**config.mk**
```make
export PLATFORM = sky130hd
export DESIGN_NAME = data_mem
export DESIGN_NICKNAME = d
export VERILOG_FILES = /design/src/rtl/data_mem_pkg.sv /design/src/rtl/data_mem_load_align.sv /design/src/rtl/data_mem.sv
export SDC_FILE = /design/constraint.sdc
export NUM_CORES = 2
export LEC_CHECK = 0
export BUFFER_PORTS_ARGS = -buffer_cell sky130_fd_sc_hd__buf_2
export CAP_MARGIN = 20
export CORE_MARGIN = 4
export CORE_UTILIZATION = 40
export DETAILED_ROUTE_END_ITERATION = 6
export PLACE_DENSITY = 0.6
export SLEW_MARGIN = 20
export SYNTH_ARGS = -nofsm -noshare
export SYNTH_HDL_FRONTEND = slang
export SYNTH_SLANG_ARGS = --single-unit
```
**constraint.sdc**
```tcl
create_clock -name clk -period 3.6 [get_ports clk]
set_input_delay 0.72 -clock clk [delete_from_list [all_inputs] [get_ports clk]]
set_output_delay 0.72 -clock clk [all_outputs]
set_load 0.02 [all_outputs]
```
**src/rtl/data_mem_pkg.sv**
```systemverilog
// Shared encodings for the memory-stage data memory: access sizes, FSM states
// and the byte-lane decode used by both the store path and the load aligner.
package data_mem_pkg;

    localparam logic [1:0] SZ_BYTE = 2'b00;
    localparam logic [1:0] SZ_HALF = 2'b01;
    localparam logic [1:0] SZ_WORD = 2'b10;

    typedef enum logic {
        ST_INIT  = 1'b0,
        ST_READY = 1'b1
    } stateT;

    // Byte lanes touched by an access; illegal sizes touch nothing.
    function automatic logic [3:0] laneMask(input logic [1:0] addrLo, input logic [1:0] size);
        logic [3:0] mask;
        mask = 4'b0000;
        case (size)
            SZ_BYTE: mask = 4'b0001 << addrLo;
            SZ_HALF: mask = addrLo[1] ? 4'b1100 : 4'b0011;
            SZ_WORD: mask = 4'b1111;
            default: mask = 4'b0000;
        endcase
        return mask;
    endfunction

endpackage

```
**src/rtl/data_mem_load_align.sv**
```systemverilog
// Right-justifies the addressed byte/half/word of a raw memory word and
// sign- or zero-extends it to 32 bits.
module load_align
    import data_mem_pkg::*;
(
    input  logic [31:0] rawWord,
    input  logic [1:0]  addrLo,
    input  logic [1:0]  size,
    input  logic        signedLd,
    output logic [31:0] loadVal
);

    logic [31:0] byteShifted;
    logic [31:0] halfShifted;

    // Halves sit on lane pairs, so only addr[1] selects them.
    assign byteShifted = rawWord >> {addrLo, 3'b000};
    assign halfShifted = rawWord >> {addrLo[1], 4'b0000};

    always_comb begin
        loadVal = 32'h0;
        case (size)
            SZ_BYTE: loadVal = {{24{signedLd & byteShifted[7]}}, byteShifted[7:0]};
            SZ_HALF: loadVal = {{16{signedLd & halfShifted[15]}}, halfShifted[15:0]};
            SZ_WORD: loadVal = rawWord;
            default: loadVal = 32'h0;
        endcase
    end

endmodule

```
**src/rtl/data_mem.sv**
```systemverilog
// Byte-addressed little-endian data memory with registered load data, legality
// flags, and a post-reset clearing sequence before requests are accepted.
module data_mem
    import data_mem_pkg::*;
#(
    parameter int DEPTH_WORDS = 64,
    parameter int DATA_W      = 32
) (
    input  logic              clk,
    input  logic              rst_n,
    input  logic              memRead,
    input  logic              memWrite,
    input  logic [1:0]        size,
    input  logic              signedLd,
    input  logic [31:0]       addr,
    input  logic [DATA_W-1:0] wrData,
    output logic [DATA_W-1:0] rdData,
    output logic              rdValid,
    output logic              misalign,
    output logic              outOfRange,
    output logic              ready
);

    localparam int IDX_W = $clog2(DEPTH_WORDS);

    stateT             stateReg;
    logic [IDX_W-1:0]  clearCntReg;
    logic              readyReg;
    logic [31:0]       rdDataReg;
    logic              rdValidReg;
    logic              misalignReg;
    logic              outOfRangeReg;

    logic [IDX_W-1:0]  wordIdx;
    logic              inRange;
    logic              isMisaligned;
    logic              isLegal;
    logic              doStore;
    logic              inInit;
    logic [3:0]        storeMask;
    logic [31:0]       storeData;
    logic [31:0]       rawWord;
    logic [31:0]       loadVal;

    assign wordIdx      = addr[IDX_W+1:2];
    assign inRange      = addr[31:2] < 30'(DEPTH_WORDS);
    assign isMisaligned = (size == 2'b11)
                        | ((size == SZ_HALF) & addr[0])
                        | ((size == SZ_WORD) & (addr[1:0] != 2'b00));
    assign isLegal      = ~isMisaligned & inRange;
    assign inInit       = rst_n & (stateReg == ST_INIT);
    assign doStore      = rst_n & (stateReg == ST_READY) & memWrite & isLegal;
    assign storeMask    = laneMask(addr[1:0], size);

    // Replicate the store operand across lanes; the mask picks the live ones.
    always_comb begin
        storeData = wrData;
        case (size)
            SZ_BYTE: storeData = {4{wrData[7:0]}};
            SZ_HALF: storeData = {2{wrData[15:0]}};
            default: storeData = wrData;
        endcase
    end

    genvar gi;
    generate
        for (gi = 0; gi < 4; gi++) begin : gLane
            logic [7:0]       laneMem [DEPTH_WORDS];
            logic             laneWe;
            logic [IDX_W-1:0] laneAddr;
            logic [7:0]       laneWr;

            assign laneWe   = inInit | (doStore & storeMask[gi]);
            assign laneAddr = inInit ? clearCntReg : wordIdx;
            assign laneWr   = inInit ? 8'h00 : storeData[gi*8 +: 8];

            always_ff @(posedge clk) begin
                if (laneWe) begin
                    laneMem[laneAddr] <= laneWr;
                end
            end

            assign rawWord[gi*8 +: 8] = laneMem[wordIdx];
        end
    endgenerate

    load_align uLoadAlign (
        .rawWord (rawWord),
        .addrLo  (addr[1:0]),
        .size    (size),
        .signedLd(signedLd),
        .loadVal (loadVal)
    );

    always_ff @(posedge clk) begin
        if (!rst_n) begin
            stateReg      <= ST_INIT;
            clearCntReg   <= '0;
            readyReg      <= 1'b0;
            rdDataReg     <= 32'h0;
            rdValidReg    <= 1'b0;
            misalignReg   <= 1'b0;
            outOfRangeReg <= 1'b0;
        end else begin
            case (stateReg)
                ST_INIT: begin
                    rdValidReg    <= 1'b0;
                    misalignReg   <= 1'b0;
                    outOfRangeReg <= 1'b0;
                    clearCntReg   <= clearCntReg + 1'b1;
                    if (clearCntReg == IDX_W'(DEPTH_WORDS - 1)) begin
                        stateReg <= ST_READY;
                        readyReg <= 1'b1;
                    end
                end
                ST_READY: begin
                    if (!(memRead | memWrite)) begin
                        rdValidReg    <= 1'b0;
                        misalignReg   <= 1'b0;
                        outOfRangeReg <= 1'b0;
                    end else if (!isLegal) begin
                        rdDataReg     <= 32'h0;
                        rdValidReg    <= memRead & ~memWrite;
                        misalignReg   <= isMisaligned;
                        outOfRangeReg <= ~inRange;
                    end else if (memWrite) begin
                        rdValidReg    <= 1'b0;
                        misalignReg   <= 1'b0;
                        outOfRangeReg <= 1'b0;
                    end else begin
                        rdDataReg     <= loadVal;
                        rdValidReg    <= 1'b1;
                        misalignReg   <= 1'b0;
                        outOfRangeReg <= 1'b0;
                    end
                end
                default: stateReg <= ST_INIT;
            endcase
        end
    end

    assign rdData     = rdDataReg;
    assign rdValid    = rdValidReg;
    assign misalign   = misalignReg;
    assign outOfRange = outOfRangeReg;
    assign ready      = readyReg;

endmodule

```
==> summary.json <==
{
  "net-switching-power": {"value": 11500, "unit": "µW"},
  "setup.reg_to_reg.worst_slack": {"value": 0.56, "unit": "ns"},
  "synthDistinctLibCells": {"value": 70},
  "hold_depth": {"value": 4},
  "worst_slew_margin_relative_to_its_limit": {"value": 0.306},
  "synthTopCellsByArea": {"value": "edfxtp_1, mux4_2, mux2i_1"},
  "ctsHtreeMaxLevel": {"value": 4},
  "synthFlopType": {"value": "edfxtp_1"},
  "cts_repair_resize_count": {"value": 0},
  "worst_ep_required_time": {"value": 4.36, "unit": "ns"},
  "finalNonFillerCells": {"value": 7831},
  "grt_first_pass_wirelength": {"value": 346000, "unit": "µm"},
  "path_clk_slew": {"value": 0.06, "unit": "ns"},
  "ys.warnings.count": {"value": 0},
  "crit_type": {"value": "primary input to flop"},
  "die_h": {"value": 464, "unit": "µm"},
  "netlist.top_cell.by_area": {"value": "edfxtp_1"},
  "critical_path.max_fanout": {"value": 12},
  "place_congestion": {"value": 0.947},
  "number_of_buffers_added_by_the_clock_tree_synthesis_step": {"value": 210},
  "fin_worst_skew": {"value": 0.0356, "unit": "ns"},
  "synth_area_per_cell": {"value": 19.9, "unit": "µm²"},
  "place.port_buffers": {"value": 106},
  "maxClockFrequency": {"value": 0.287, "unit": "GHz"},
  "grt_setup_unrepaired": {"value": "no"},
  "max-clock-path-buffers": {"value": 3},
  "crit_path_end_kind": {"value": "flop"},
  "wl_per_cell": {"value": 31.0, "unit": "µm"},
  "cts_tree": {"value": "built"},
  "detailed_place_hpwl": {"value": 161000, "unit": "µm"},
  "ioPinCount": {"value": 107},
  "pwr-share-comb": {"value": 0.070},
  "cts.hold.buffers_added": {"value": 0},
  "detail_route.drc_violations": {"value": 0},
  "run_status": {"value": "finished clean"},
  "swShare": {"value": 0.224},
  "synth_seq_cells": {"value": 2091},
  "place_inst": {"value": 7442},
  "totalWireLength": {"value": 243000, "unit": "µm"},
  "antenna_violations_before_repair": {"value": 14},
  "max_slew_violation_total_from_the_final_report": {"value": 0},
  "overflow": {"value": 0},
  "track_usage": {"value": 0.224},
  "worst_skew_pair_later_pin_latency": {"value": 0.85, "unit": "ns"},
  "final_min_period_over_clock_period": {"value": 0.968},
  "power.clock.fraction": {"value": 0.407},
  "finalHoldViolCount": {"value": 0},
  "antenna_violating_nets_left": {"value": 0},
  "ir_drop": {"value": 0.514, "unit": "mV"},
  "drive_above_1_share": {"value": 0.326},
  "sequential_cell_area_fraction_in_the_yosys_report": {"value": 0.750},
  "grt_pass1_vias": {"value": 45600},
  "post-route-cell-area": {"value": 98700, "unit": "µm²"},
  "rows": {"value": 167},
  "synthesis.area": {"value": 83200, "unit": "µm²"},
  "vias_per_cell": {"value": 5.87},
  "synth_top_area_share": {"value": 0.740},
  "period_minus_slack": {"value": 3.49, "unit": "ns"},
  "drv_cap": {"value": 0},
  "post-cts-setup-buffers": {"value": 0},
  "arrival_time_worst_endpoint": {"value": 4.25, "unit": "ns"},
  "synth_async_sr_flop_share": {"value": 0},
  "area_delta_synth_final": {"value": 18.6, "unit": "%"},
  "total_number_of_vias": {"value": 45900},
  "worst_hold_path_type": {"value": "primary input to flop"},
  "detailed_place.area": {"value": 92100, "unit": "µm²"},
  "initial_utilization": {"value": 0.402},
  "clock_tree.root_cell": {"value": "clkbuf_16"},
  "fin_worst_hold_slack": {"value": 0.373, "unit": "ns"},
  "netlist_instances": {"value": 4187},
  "sequential_fraction_of_design_power": {"value": 0.523},
  "full_die_area": {"value": 215000, "unit": "µm²"},
  "worst_slew_pin_slew": {"value": 1.03, "unit": "ns"},
  "synth_nets": {"value": 4259},
  "initialDrtViolationCount": {"value": 5688},
  "post-route-util": {"value": 0.477},
  "final-setup-viol-count": {"value": 0},
  "power_report.internal_total": {"value": 40000, "unit": "µW"},
  "final_nets": {"value": 5022},
  "power_density": {"value": 522, "unit": "nW/µm²"},
  "worstSetupStartpointType": {"value": "primary input"},
  "leakage_power_summed_over_all_cells": {"value": 0.0330, "unit": "µW"},
  "die_x": {"value": 464, "unit": "µm"},
  "cts_sinks": {"value": 2091},
  "drt_pass1_iterations": {"value": 5},
  "core_region_area": {"value": 207000, "unit": "µm²"},
  "timing.reg2reg.worst_path_depth": {"value": 6},
  "grt_start_max_net_pins": {"value": 65},
  "synth-edff-count": {"value": 2048}
}
per-layer routing:
layer | GRT usage | up-vias | wire length (µm)
met4 | 0.114 | 4 | 13900
met1 | 0.303 | 24200 | 94600
met3 | 0.0475 | 491 | 21400
li1 | - | 18900 | -
met5 | 0 | - | 30
met2 | 0.344 | 2316 | 113000
metrics by stage:
stage	total power (µW)	setup TNS, ns	setup slack, ns
2_1_floorplan	29300	0	0.0613
3_3_place_gp	31000	-15.39	-0.597
3_5_place_dp	31000	-16.72	-0.646
4_1_cts	51900	0	0.227
5_1_grt	53100	0	0.117
6_report	51500	0	0.114
sequential cells by signal (all words and copies together), names as in the netlist:
register       count
stateReg           1
outOfRange         1
misalign           1
ready              1
clearCntReg        6
gLane.laneMem   2048
rdData            32
rdValid            1
critical path: stages:
cell       delay, ns
buf_2           0.53
nand2_1         0.61
a21oi_1         0.44
nand3_1         0.21
nand4_1         0.28
o32ai_1         0.16
o2bb2ai_2       0.69
o21ai_0         0.24
buf_4           0.21
a31oi_1         0.13
layout make-up:
class | instances | area, µm²
clock inverter | 118 | 1070
fill | 17100 | 108000
tap | 2704 | 3380
multi-input combinational | 1794 | 19500
sequential | 2091 | 62400
timing repair buffer | 845 | 6800
clock buffer | 263 | 5520
antenna | 8 | 20.0
inverter | 8 | 35.0
logic make-up (layout without fill, tap and decap cells):
logic type	count (synthesis)	count (layout)	share of synthesized area
muxes	718	718	0.160
adders and majority gates	1	1	0.000150
other	0	8	0
and+or+nand+nor	719	719	0.0409
xor gates and xnor gates	4	4	0.000421
AOI/OAI and AO/OA	352	352	0.0292
buffers and inverters	302	1234	0.0198
DFF	2091	2091	0.750
power by group through the flow:
stage                     registers [µW]  logic (µW)  clock network (µW)
after global placement             27500        3530                   0
after floorplan                    27500        1850                   0
final                              26900        3600               21000
after detailed placement           27500        3570                   0
after global routing               26900        3750               22400
after CTS                          26900        3580               21300
Yosys cell counts (10+ instances only):
cell type / count
edfxtp_1: 2048
mux4_2: 467
nor3_1: 283
mux2i_1: 234
nand2_1: 166
nor2_1: 121
clkbuf_1: 120
a22oi_1: 89
a21oi_1: 84
buf_2: 66
buf_4: 49
nand3_1: 49
dfxtp_1: 43
o21ai_0: 32
buf_1: 29
and2_1: 23
buf_6: 22
o22ai_1: 20
a211oi_1: 19
a32oi_1: 15
mux4_1: 15
a31oi_1: 14
nor2b_1: 13
a221oi_1: 12
and3_1: 10
nor4_1: 10
o21ai_1: 10
layout by cell type, fill, tap and decap left out, types with 13 or more instances in the layout:
cell	count
nand2_1	157
nor2_4	18
and2_1	13
bufinv_16	13
a31oi_1	14
clkinv_1	51
buf_2	102
clkbuf_1	49
o21ai_0	32
mux2i_1	234
clkinv_2	32
dfxtp_1	43
clkbuf_16	212
o22ai_1	20
nand3_1	49
a211oi_1	19
a21oi_1	72
buf_4	685
buf_12	55
mux4_1	15
a22oi_1	89
nor3_1	283
edfxtp_1	2048
mux4_2	467
a32oi_1	15
nor2_1	104
worst paths after layout:
kind,startpoint,endpoint
worst max-delay path,addr[7],rdData[18]
worst min-delay path,rst_n,rdData[1]
worst max register to register,stateReg,gLane[0].laneMem[12][4]
worst min register to register,rdData[15],rdData[15]
Note: power is estimated with default switching activity, not from simulation.
